<file path="config.mk">
export PLATFORM = sky130hd
export DESIGN_NAME = instr_sequencer
export DESIGN_NICKNAME = d
export VERILOG_FILES = /design/src/rtl/instr_pkg.sv /design/src/rtl/instr_sequencer_prog_mem.sv /design/src/rtl/instr_sequencer.sv
export SDC_FILE = /design/constraint.sdc
export NUM_CORES = 1
export LEC_CHECK = 0
export CORE_UTILIZATION = 44
export DETAILED_ROUTE_END_ITERATION = 16
export GPL_TIMING_DRIVEN = 1
export PLACE_DENSITY = 0.6
export SKIP_CTS_REPAIR_TIMING = 1
export SYNTH_ARGS = -nofsm -noshare
export SYNTH_HDL_FRONTEND = slang
export SYNTH_SLANG_ARGS = --single-unit
</file>
<file path="constraint.sdc">
create_clock -name clk -period 10 [get_ports clk]
set_input_delay 2 -clock clk [delete_from_list [all_inputs] [get_ports clk]]
set_output_delay 2 -clock clk [all_outputs]
set_load 0.01 [all_outputs]
</file>
<file path="src/rtl/instr_pkg.sv">
// rtl/instr_pkg.sv - shared encodings, states and field positions for instr_sequencer
package instr_pkg;

    // Instruction class encodings in bits [31:28]; anything above CLS_HALT is illegal
    localparam logic [3:0] CLS_ALU   = 4'd0;
    localparam logic [3:0] CLS_LOADI = 4'd1;
    localparam logic [3:0] CLS_BRZ   = 4'd2;
    localparam logic [3:0] CLS_HALT  = 4'd3;

    // ALU operation used to test a register for zero (x | x == 0 iff x == 0)
    localparam logic [3:0] OP_OR = 4'd3;

    // Field positions
    localparam int CLS_HI   = 31;
    localparam int CLS_LO   = 28;
    localparam int OPC_HI   = 27;
    localparam int OPC_LO   = 24;
    localparam int DST_HI   = 23;
    localparam int DST_LO   = 19;
    localparam int SRC1_HI  = 18;
    localparam int SRC1_LO  = 14;
    localparam int SRC2_HI  = 13;
    localparam int SRC2_LO  = 9;
    localparam int SHAMT_HI = 8;
    localparam int SHAMT_LO = 4;
    localparam int IMM_HI   = 18;
    localparam int IMM_LO   = 0;
    localparam int TGT_HI   = 3;
    localparam int TGT_LO   = 0;

    typedef enum logic [2:0] {
        IDLE  = 3'd0,
        FETCH = 3'd1,
        EXEC  = 3'd2,
        WB    = 3'd3,
        HALT  = 3'd4
    } seqState_e;

    function automatic logic [31:0] signExtImm(input logic [18:0] imm);
        return {{13{imm[18]}}, imm};
    endfunction

endpackage

</file>
<file path="src/rtl/instr_sequencer_prog_mem.sv">
// rtl/instr_sequencer_prog_mem.sv - program store with synchronous write and combinational read
module prog_mem #(
    parameter int DEPTH = 16,
    parameter int AW    = 4
) (
    input  logic          clk,
    input  logic          wrEn,
    input  logic [AW-1:0] wrAddr,
    input  logic [31:0]   wrData,
    input  logic [AW-1:0] rdAddr,
    output logic [31:0]   rdData
);

    logic [31:0] mem [DEPTH];

    // Program image survives sequencer reset, so the array has no reset branch
    always_ff @(posedge clk) begin
        if (wrEn) begin
            mem[wrAddr] <= wrData;
        end
    end

    assign rdData = mem[rdAddr];

endmodule

</file>
<file path="src/rtl/instr_sequencer.sv">
// rtl/instr_sequencer.sv - fetch/execute/writeback sequencer driving a regfile/ALU datapath
module instr_sequencer
    import instr_pkg::*;
#(
    parameter  int PROG_DEPTH = 16,
    localparam int AW = $clog2(PROG_DEPTH)
) (
    input  logic               clk,
    input  logic               rstN,
    input  logic               start,
    input  logic               progWrEn,
    input  logic [AW-1:0]      progAddr,
    input  logic [31:0]        progData,
    input  logic signed [31:0] aluResult,
    output logic               wrEnable,
    output logic [4:0]         wrReg,
    output logic [4:0]         rdReg1,
    output logic [4:0]         rdReg2,
    output logic [3:0]         opCode,
    output logic [4:0]         shiftAmt,
    output logic               selCh,
    output logic [31:0]        selData,
    output logic               busy,
    output logic               done,
    output logic               illegal,
    output logic [AW-1:0]      pc
);

    seqState_e     state;
    seqState_e     stateNext;
    logic [AW-1:0] pcNext;
    logic [31:0]   ir;
    logic [31:0]   irNext;
    logic          illegalNext;
    logic [31:0]   fetchWord;
    logic          memWrEn;

    logic [3:0]    fetchClass;
    logic [3:0]    irClass;
    logic [3:0]    irOpc;
    logic [4:0]    irDst;
    logic [4:0]    irSrc1;
    logic [4:0]    irSrc2;
    logic [4:0]    irShamt;
    logic [18:0]   irImm;
    logic [3:0]    irTgt;

    // Loading is only safe while nothing is executing out of the store
    assign memWrEn = progWrEn && ((state == IDLE) || (state == HALT));

    prog_mem #(
        .DEPTH(PROG_DEPTH),
        .AW   (AW)
    ) uProgMem (
        .clk   (clk),
        .wrEn  (memWrEn),
        .wrAddr(progAddr),
        .wrData(progData),
        .rdAddr(pc),
        .rdData(fetchWord)
    );

    assign fetchClass = fetchWord[CLS_HI:CLS_LO];
    assign irClass    = ir[CLS_HI:CLS_LO];
    assign irOpc      = ir[OPC_HI:OPC_LO];
    assign irDst      = ir[DST_HI:DST_LO];
    assign irSrc1     = ir[SRC1_HI:SRC1_LO];
    assign irSrc2     = ir[SRC2_HI:SRC2_LO];
    assign irShamt    = ir[SHAMT_HI:SHAMT_LO];
    assign irImm      = ir[IMM_HI:IMM_LO];
    assign irTgt      = ir[TGT_HI:TGT_LO];

    // Sequencer state, program counter, instruction register and sticky illegal flag
    always_ff @(posedge clk or negedge rstN) begin
        if (!rstN) begin
            state   <= IDLE;
            pc      <= '0;
            ir      <= '0;
            illegal <= 1'b0;
        end else begin
            state   <= stateNext;
            pc      <= pcNext;
            ir      <= irNext;
            illegal <= illegalNext;
        end
    end

    // Next-state logic and datapath controls; outputs depend only on registered state so reset clears them at once
    always_comb begin
        stateNext   = state;
        pcNext      = pc;
        irNext      = ir;
        illegalNext = illegal;
        wrEnable    = 1'b0;
        wrReg       = '0;
        rdReg1      = '0;
        rdReg2      = '0;
        opCode      = '0;
        shiftAmt    = '0;
        selCh       = 1'b0;
        selData     = '0;
        busy        = 1'b0;
        done        = 1'b0;

        case (state)
            IDLE, HALT: begin
                done = (state == HALT);
                if (start) begin
                    stateNext   = FETCH;
                    pcNext      = '0;
                    illegalNext = 1'b0;
                end
            end

            FETCH: begin
                busy   = 1'b1;
                irNext = fetchWord;
                case (fetchClass)
                    CLS_ALU, CLS_BRZ: stateNext = EXEC;
                    CLS_LOADI:        stateNext = WB;
                    CLS_HALT:         stateNext = HALT;
                    default: begin
                        stateNext   = HALT;
                        illegalNext = 1'b1;
                    end
                endcase
            end

            EXEC: begin
                busy = 1'b1;
                if (irClass == CLS_BRZ) begin
                    rdReg1    = irSrc1;
                    rdReg2    = irSrc1;
                    opCode    = OP_OR;
                    pcNext    = (aluResult == 32'sd0) ? AW'(irTgt) : pc + AW'(1);
                    stateNext = FETCH;
                end else begin
                    rdReg1    = irSrc1;
                    rdReg2    = irSrc2;
                    opCode    = irOpc;
                    shiftAmt  = irShamt;
                    stateNext = WB;
                end
            end

            WB: begin
                busy      = 1'b1;
                wrEnable  = 1'b1;
                wrReg     = irDst;
                pcNext    = pc + AW'(1);
                stateNext = FETCH;
                if (irClass == CLS_LOADI) begin
                    selCh   = 1'b0;
                    selData = signExtImm(irImm);
                end else begin
                    selCh    = 1'b1;
                    rdReg1   = irSrc1;
                    rdReg2   = irSrc2;
                    opCode   = irOpc;
                    shiftAmt = irShamt;
                end
            end

            default: stateNext = IDLE;
        endcase
    end

endmodule
</file>
==> results.json, run 1 <==
{
  "initial_core_util": 0.449,
  "crit_chain": "nand2b_1 -> a21oi_1 -> o21a_1 -> a22o_1 -> clkdlybuf4s50_1",
  "vias": 10600,
  "power_density_nw_per_um2": 230,
  "multi_input_area_sq_um": 4940,
  "portBuffers": 136,
  "fp.dieH_um": 223,
  "synth_cells": 1012,
  "critPathMaxFanout": 12,
  "grt_pass1_vias": 10900,
  "swShare": 0.260,
  "htree_levels": 2,
  "ys_top_cells_by_area": "edfxtp_1 71%, mux4_2 17%, dfrtp_1 4.7%",
  "wl_um": 51100,
  "final_util": 0.531,
  "async_reset_ff_frac": 0.0725,
  "syn_area_sq_um": 21500,
  "rsz0062_at_grt": "no",
  "avgRoutedWirePerCell_um": 27.9,
  "irDropWorstVdd_v": 0.000123,
  "fin_crit_sh": 0.570,
  "io_pins": 137,
  "max_stage_delay_ps": 860,
  "final_layout_size_suffix_gt1_frac": 0.248,
  "cts.sinks": 552,
  "via_per_inst": 5.76,
  "die_x_um": 223,
  "crit_slowest_cell": "o21a_1",
  "hold_path_class": "reg -> reg",
  "gp_congestion": 0.705,
  "dieArea_sq_um": 49800,
  "end_kind": "primary output",
  "synth_top_area_share": 0.714,
  "cp.required_ps": 8000,
  "slew_headroom": 0.287,
  "drc": 0,
  "ys_seq_elements": 552,
  "hold_viol": 0,
  "cts_made_buffers": 55,
  "power_switching_mw": 1.52,
  "std_cell_rows": 80,
  "cts_root_buf": "clkbuf_16",
  "grt_max_degree": 52,
  "max-cap-violations": 0,
  "yosysWarnings": 0,
  "crit_buf_inv": 1,
  "skew_ps": 11.4,
  "nFillCells": 3711,
  "outcome": "completed",
  "max_freq_mhz": 175,
  "clkTransAtPathRegs_ps": 60,
  "comb_power_share": 0.174,
  "internal_power_mw": 4.33,
  "leakagePower_nw": 8.07,
  "cp-start-kind": "flop",
  "drt-initial-drc-count": 1062,
  "clkPwrFrac": 0.347,
  "grt_pass1_wl_um": 74900,
  "regArea_sq_um": 16400,
  "setup_viol": 0,
  "post-route-min-period_ps": 5700,
  "worstPathArrival_ps": 3700,
  "synth_ff_type": "edfxtp_1",
  "setup_tns_ps": 0,
  "core_area_sq_um": 47900,
  "fin_nets": 1241,
  "ys_seq_area_frac": 0.761,
  "antenna_found_initial": 3,
  "synth_top_cell_by_area": "edfxtp_1",
  "syn_to_final_growth_pct": 18.2,
  "cts_tree": "built",
  "critPathKind": "reg -> out",
  "p_seq_frac": 0.479,
  "worst_pin_slew_ps": 1070,
  "yosysUniqueCellTypes": 40,
  "worstSkewPairLatency_ps": 600,
  "syn-mean-instance-area_sq_um": 21.3,
  "grt_usage": 0.212,
  "synth_common_cells": "512 x edfxtp_1, 158 x mux4_2, 95 x nand2_1, 40 x dfrtp_1, 33 x and2_1",
  "first_pass_iters": 7,
  "cp_top_family": "compound AO/OA/AOI/OAI gates",
  "yosysMostFrequentCell": "edfxtp_1",
  "grt-ovfl-total": 0,
  "rrSetupSlack_ps": 5490,
  "antenna_left": 0,
  "synth_edf_count": 512,
  "dpl.hpwl_um": 25600,
  "synthesis.nets": 1085,
  "cts_buffer_depth": 3,
  "maxSlewViolCount": 0
}
[logic make-up after synthesis]
logic type                 Yosys count  share of synthesized area
DFF                                552                      0.761
and+or+nand+nor                    196                     0.0433
muxes                              171                      0.172
buffers and inverters               66                     0.0149
AOI/OAI and AO/OA                   26                    0.00878
adders and majority gates            1                   0.000581
[cells in the final DEF (no fill, tap or decap), drive strengths merged, types with 7 or more instances in the layout]
cell type,count
edfxtp,512
nor4,7
clkbuf,68
nor3,9
buf,27
clkinv,27
and2,33
nor2,24
mux4,158
mux2i,10
clkdlybuf4s50,135
nand2,95
dfrtp,40
[worst reg2reg max path: cells and delay by family, from the launching register on]
kind / cells / cell delay [ps]
mux: 2 / 830
flops: 1 / 990
compound gates: 2 / 600
buf+inv: 2 / 1840
simple gates: 1 / 160
[power groups by stage]
| stage | Combinational [mW] | Sequential [mW] | Clock, mW |
|---|---|---|---|
| floorplan | 0.784 | 2.74 | 0 |
| finish | 1.02 | 2.80 | 2.03 |
| CTS | 1.04 | 2.81 | 2.07 |
| global route | 1.10 | 2.82 | 2.15 |
| detailed placement | 1.04 | 2.86 | 0 |
| global placement | 1.03 | 2.85 | 0 |
[layout make-up]
type | count | share of cell area
Timing Repair Buffer | 162 | 0.0610
Tap cell | 615 | 0.0302
Clock inverter | 36 | 0.0116
Multi-Input combinational cell | 394 | 0.194
Antenna cell | 1 | 0.0000984
Clock buffer | 68 | 0.0584
Sequential cell | 552 | 0.644
Inverter | 3 | 0.000443
[path summary, 6_finish.rpt]
kind                                from         to  cells past startpoint
worst max-delay path            state[2]  rdReg2[0]                      5
worst min-delay path              ir[19]     ir[19]                      2
worst max register to register     pc[0]   state[2]                      7
worst min register to register    ir[19]     ir[19]                      2
max in group asynchronous           rstN      pc[1]                      2
min in group asynchronous           rstN     ir[21]                      2
[state kept, by name, indices dropped and copies added (netlist names)]
register / flops
illegal: 1
ir: 32
pc: 4
state: 3
uProgMem.mem: 512
[routing by layer]
| metal | vias to the layer above | GRT usage | part of all wire | wire length (um) |
|---|---|---|---|---|
| met3 | 75 | 0.0373 | 0.070 | 3590 |
| met4 | 4 | 0.0665 | 0.023 | 1180 |
| met1 | 5637 | 0.300 | 0.42 | 21700 |
| li1 | 4458 | - | - | - |
| met5 | - | 0 | 0.00049 | 25 |
| met2 | 380 | 0.337 | 0.48 | 24600 |
[per-stage QoR]
step                      cells  cell area, sq um  setup WS [ps]  total power [mW]  hold slack [ps]
after CTS                  1830             25400           4270              5.92              475
after detailed placement   1726             23700           4950              3.89              460
after floorplan            1012             21500           4900              3.52              437
after global placement     1726             23700           5070              3.88              459
after global routing       1830             25400           4160              6.07              494
final                      1831             25400           4300              5.85              470
(Power assumes the default switching activity.)
==> run 2: changes to the inputs <==
- PLACE_DENSITY: 0.6 -> 0.63
- clock period: 10 -> 5.1 ns (I/O delays scaled with it)
==> run 2 against run 1 <==
Compared with the run above:
- first-iteration DRC count shrank 0.94%
- count of clock-buffer cells in the layout rose by 12
- core utilization rose by 0.26 points
- die area unchanged
- register-to-register slack worse by 3500 ps
- clock skew hardly changed
- clock power is 100% higher
- final cell count rose by 0.33%
- sequential cell count stayed put
- global-route usage shrank 0.47 points
- largest cell class unchanged
- largest power group unchanged
- highest routed layer unchanged
==> results.json, run 2 (synthesized netlist as in run 1, its figures left out) <==
{
  "critPathMaxFanout": 5,
  "initial_core_util": 0.449,
  "top_regs": "uProgMem.mem: 512 flops, ir: 32 flops, pc: 4 flops",
  "std_cell_rows": 80,
  "final_util": 0.533,
  "grt_pass1_wl_um": 73800,
  "cts_tree": "built",
  "wl_um": 49800,
  "skew_ps": 11.6,
  "cp-start-kind": "flop",
  "hold_ws_ps": 470,
  "top_register": "uProgMem.mem",
  "grt-ovfl-total": 0,
  "dieArea_sq_um": 49800,
  "power_density_nw_per_um2": 453,
  "critPathKind": "reg -> out",
  "worstSkewPairLatency_ps": 600,
  "setup_viol": 0,
  "antenna_left": 0,
  "cts_buffer_depth": 3,
  "rsz0062_at_grt": "no",
  "rrSetupSlack_ps": 2020,
  "cp.required_ps": 4080,
  "hold_path_class": "reg -> reg",
  "gp_congestion": 0.753,
  "die_x_um": 223,
  "max_freq_mhz": 225,
  "slew_headroom": 0.249,
  "worst_pin_slew_ps": 1130,
  "dpl.hpwl_um": 29400,
  "p_total_mw": 11.6,
  "via_per_inst": 5.75,
  "fin_crit_sh": 0.870,
  "post-route-min-period_ps": 4440,
  "antenna_found_initial": 2,
  "maxSlewViolCount": 0,
  "irDropWorstVdd_v": 0.000265,
  "grt_pass1_vias": 10900,
  "vias": 10600,
  "layout_setup_ws_ps": 662,
  "leakagePower_nw": 8.13,
  "grt_usage": 0.207,
  "nFillCells": 3643,
  "drt-initial-drc-count": 1052,
  "stdcell_count": 1837,
  "placed_cells": 1734,
  "portBuffers": 136,
  "largest_register_ffs": 512,
  "htree_levels": 2,
  "syn_to_final_growth_pct": 18.8,
  "avgRoutedWirePerCell_um": 27.1,
  "finalInstanceArea_sq_um": 25600,
  "mostFrequentLayoutCells": "512 x edfxtp_1, 158 x mux4_2, 135 x clkdlybuf4s50_1, 95 x nand2_1, 57 x clkbuf_16",
  "drc": 0,
  "cts_made_buffers": 55,
  "fin_nets": 1249,
  "mostFrequentLayoutCell": "edfxtp_1",
  "core_area_sq_um": 47900,
  "first_pass_iters": 5,
  "grt_max_degree": 48,
  "cts_root_buf": "clkbuf_16",
  "max-cap-violations": 0,
  "io_pins": 137,
  "end_kind": "primary output",
  "worstPathArrival_ps": 3420,
  "place_area_sq_um": 23700,
  "final_layout_size_suffix_gt1_frac": 0.248,
  "fp.dieH_um": 223,
  "cts.sinks": 552,
  "hold_viol": 0,
  "outcome": "completed",
  "setup_tns_ps": 0,
  "clkTransAtPathRegs_ps": 60,
  "pre_cts_ws_ps": 1370
}
-- run 2: cell count changes in the layout (fill, tap and decap cells not counted) --
cell / delta
nor3_2: +1
bufinv_16: +1
buf_4: +7
clkinv_4: -2
inv_6: -3
clkinv_1: -3
clkbuf_16: +2
nor3_1: -1
clkbuf_1: +8
clkinv_2: -7
buf_12: +1
clkbuf_8: +2
-- run 2: path summary, 6_finish.rpt --
kind,from,to,cells after the start
max in group asynchronous,rstN,pc[0],1
max reg2reg,pc[0],ir[7],5
min reg2reg,ir[19],ir[19],2
max,ir[28],rdReg2[3],5
min in group asynchronous,rstN,pc[3],1
min,ir[19],ir[19],2
-- run 2: power breakdown --
group / internal (mW) / switching [mW]
Clock: 2.41 / 1.64
Combinational: 1.04 / 0.998
Sequential: 5.19 / 0.301
Total: 8.64 / 2.94
-- run 2: final cells by class --
class | count | area, sq um | share of cell area
sequential | 552 | 16400 | 0.641
tap | 615 | 769 | 0.0301
inverter | 3 | 11.3 | 0.000440
multi-input combinational | 394 | 4950 | 0.193
timing repair buffer | 170 | 1620 | 0.0635
antenna | 1 | 2.50 | 0.0000979
clock buffer | 80 | 1590 | 0.0623
clock inverter | 22 | 234 | 0.00915
-- run 2: critical path, cell delays in order, from the launching register on --
cell and delay, ps:
dfrtp_1 400, or4b_2 710, nor3_2 680, buf_4 320
a22o_1 170, clkdlybuf4s50_1 540
-- run 2: layer usage --
layer / routed length (um) / vias up / GRT usage / part of all wire
met5: 11 / - / 0 / 0.00022
met4: 899 / 2 / 0.0576 / 0.018
met3: 3780 / 65 / 0.0479 / 0.076
met2: 23800 / 388 / 0.323 / 0.48
met1: 21300 / 5629 / 0.294 / 0.43
li1: - / 4482 / - / -
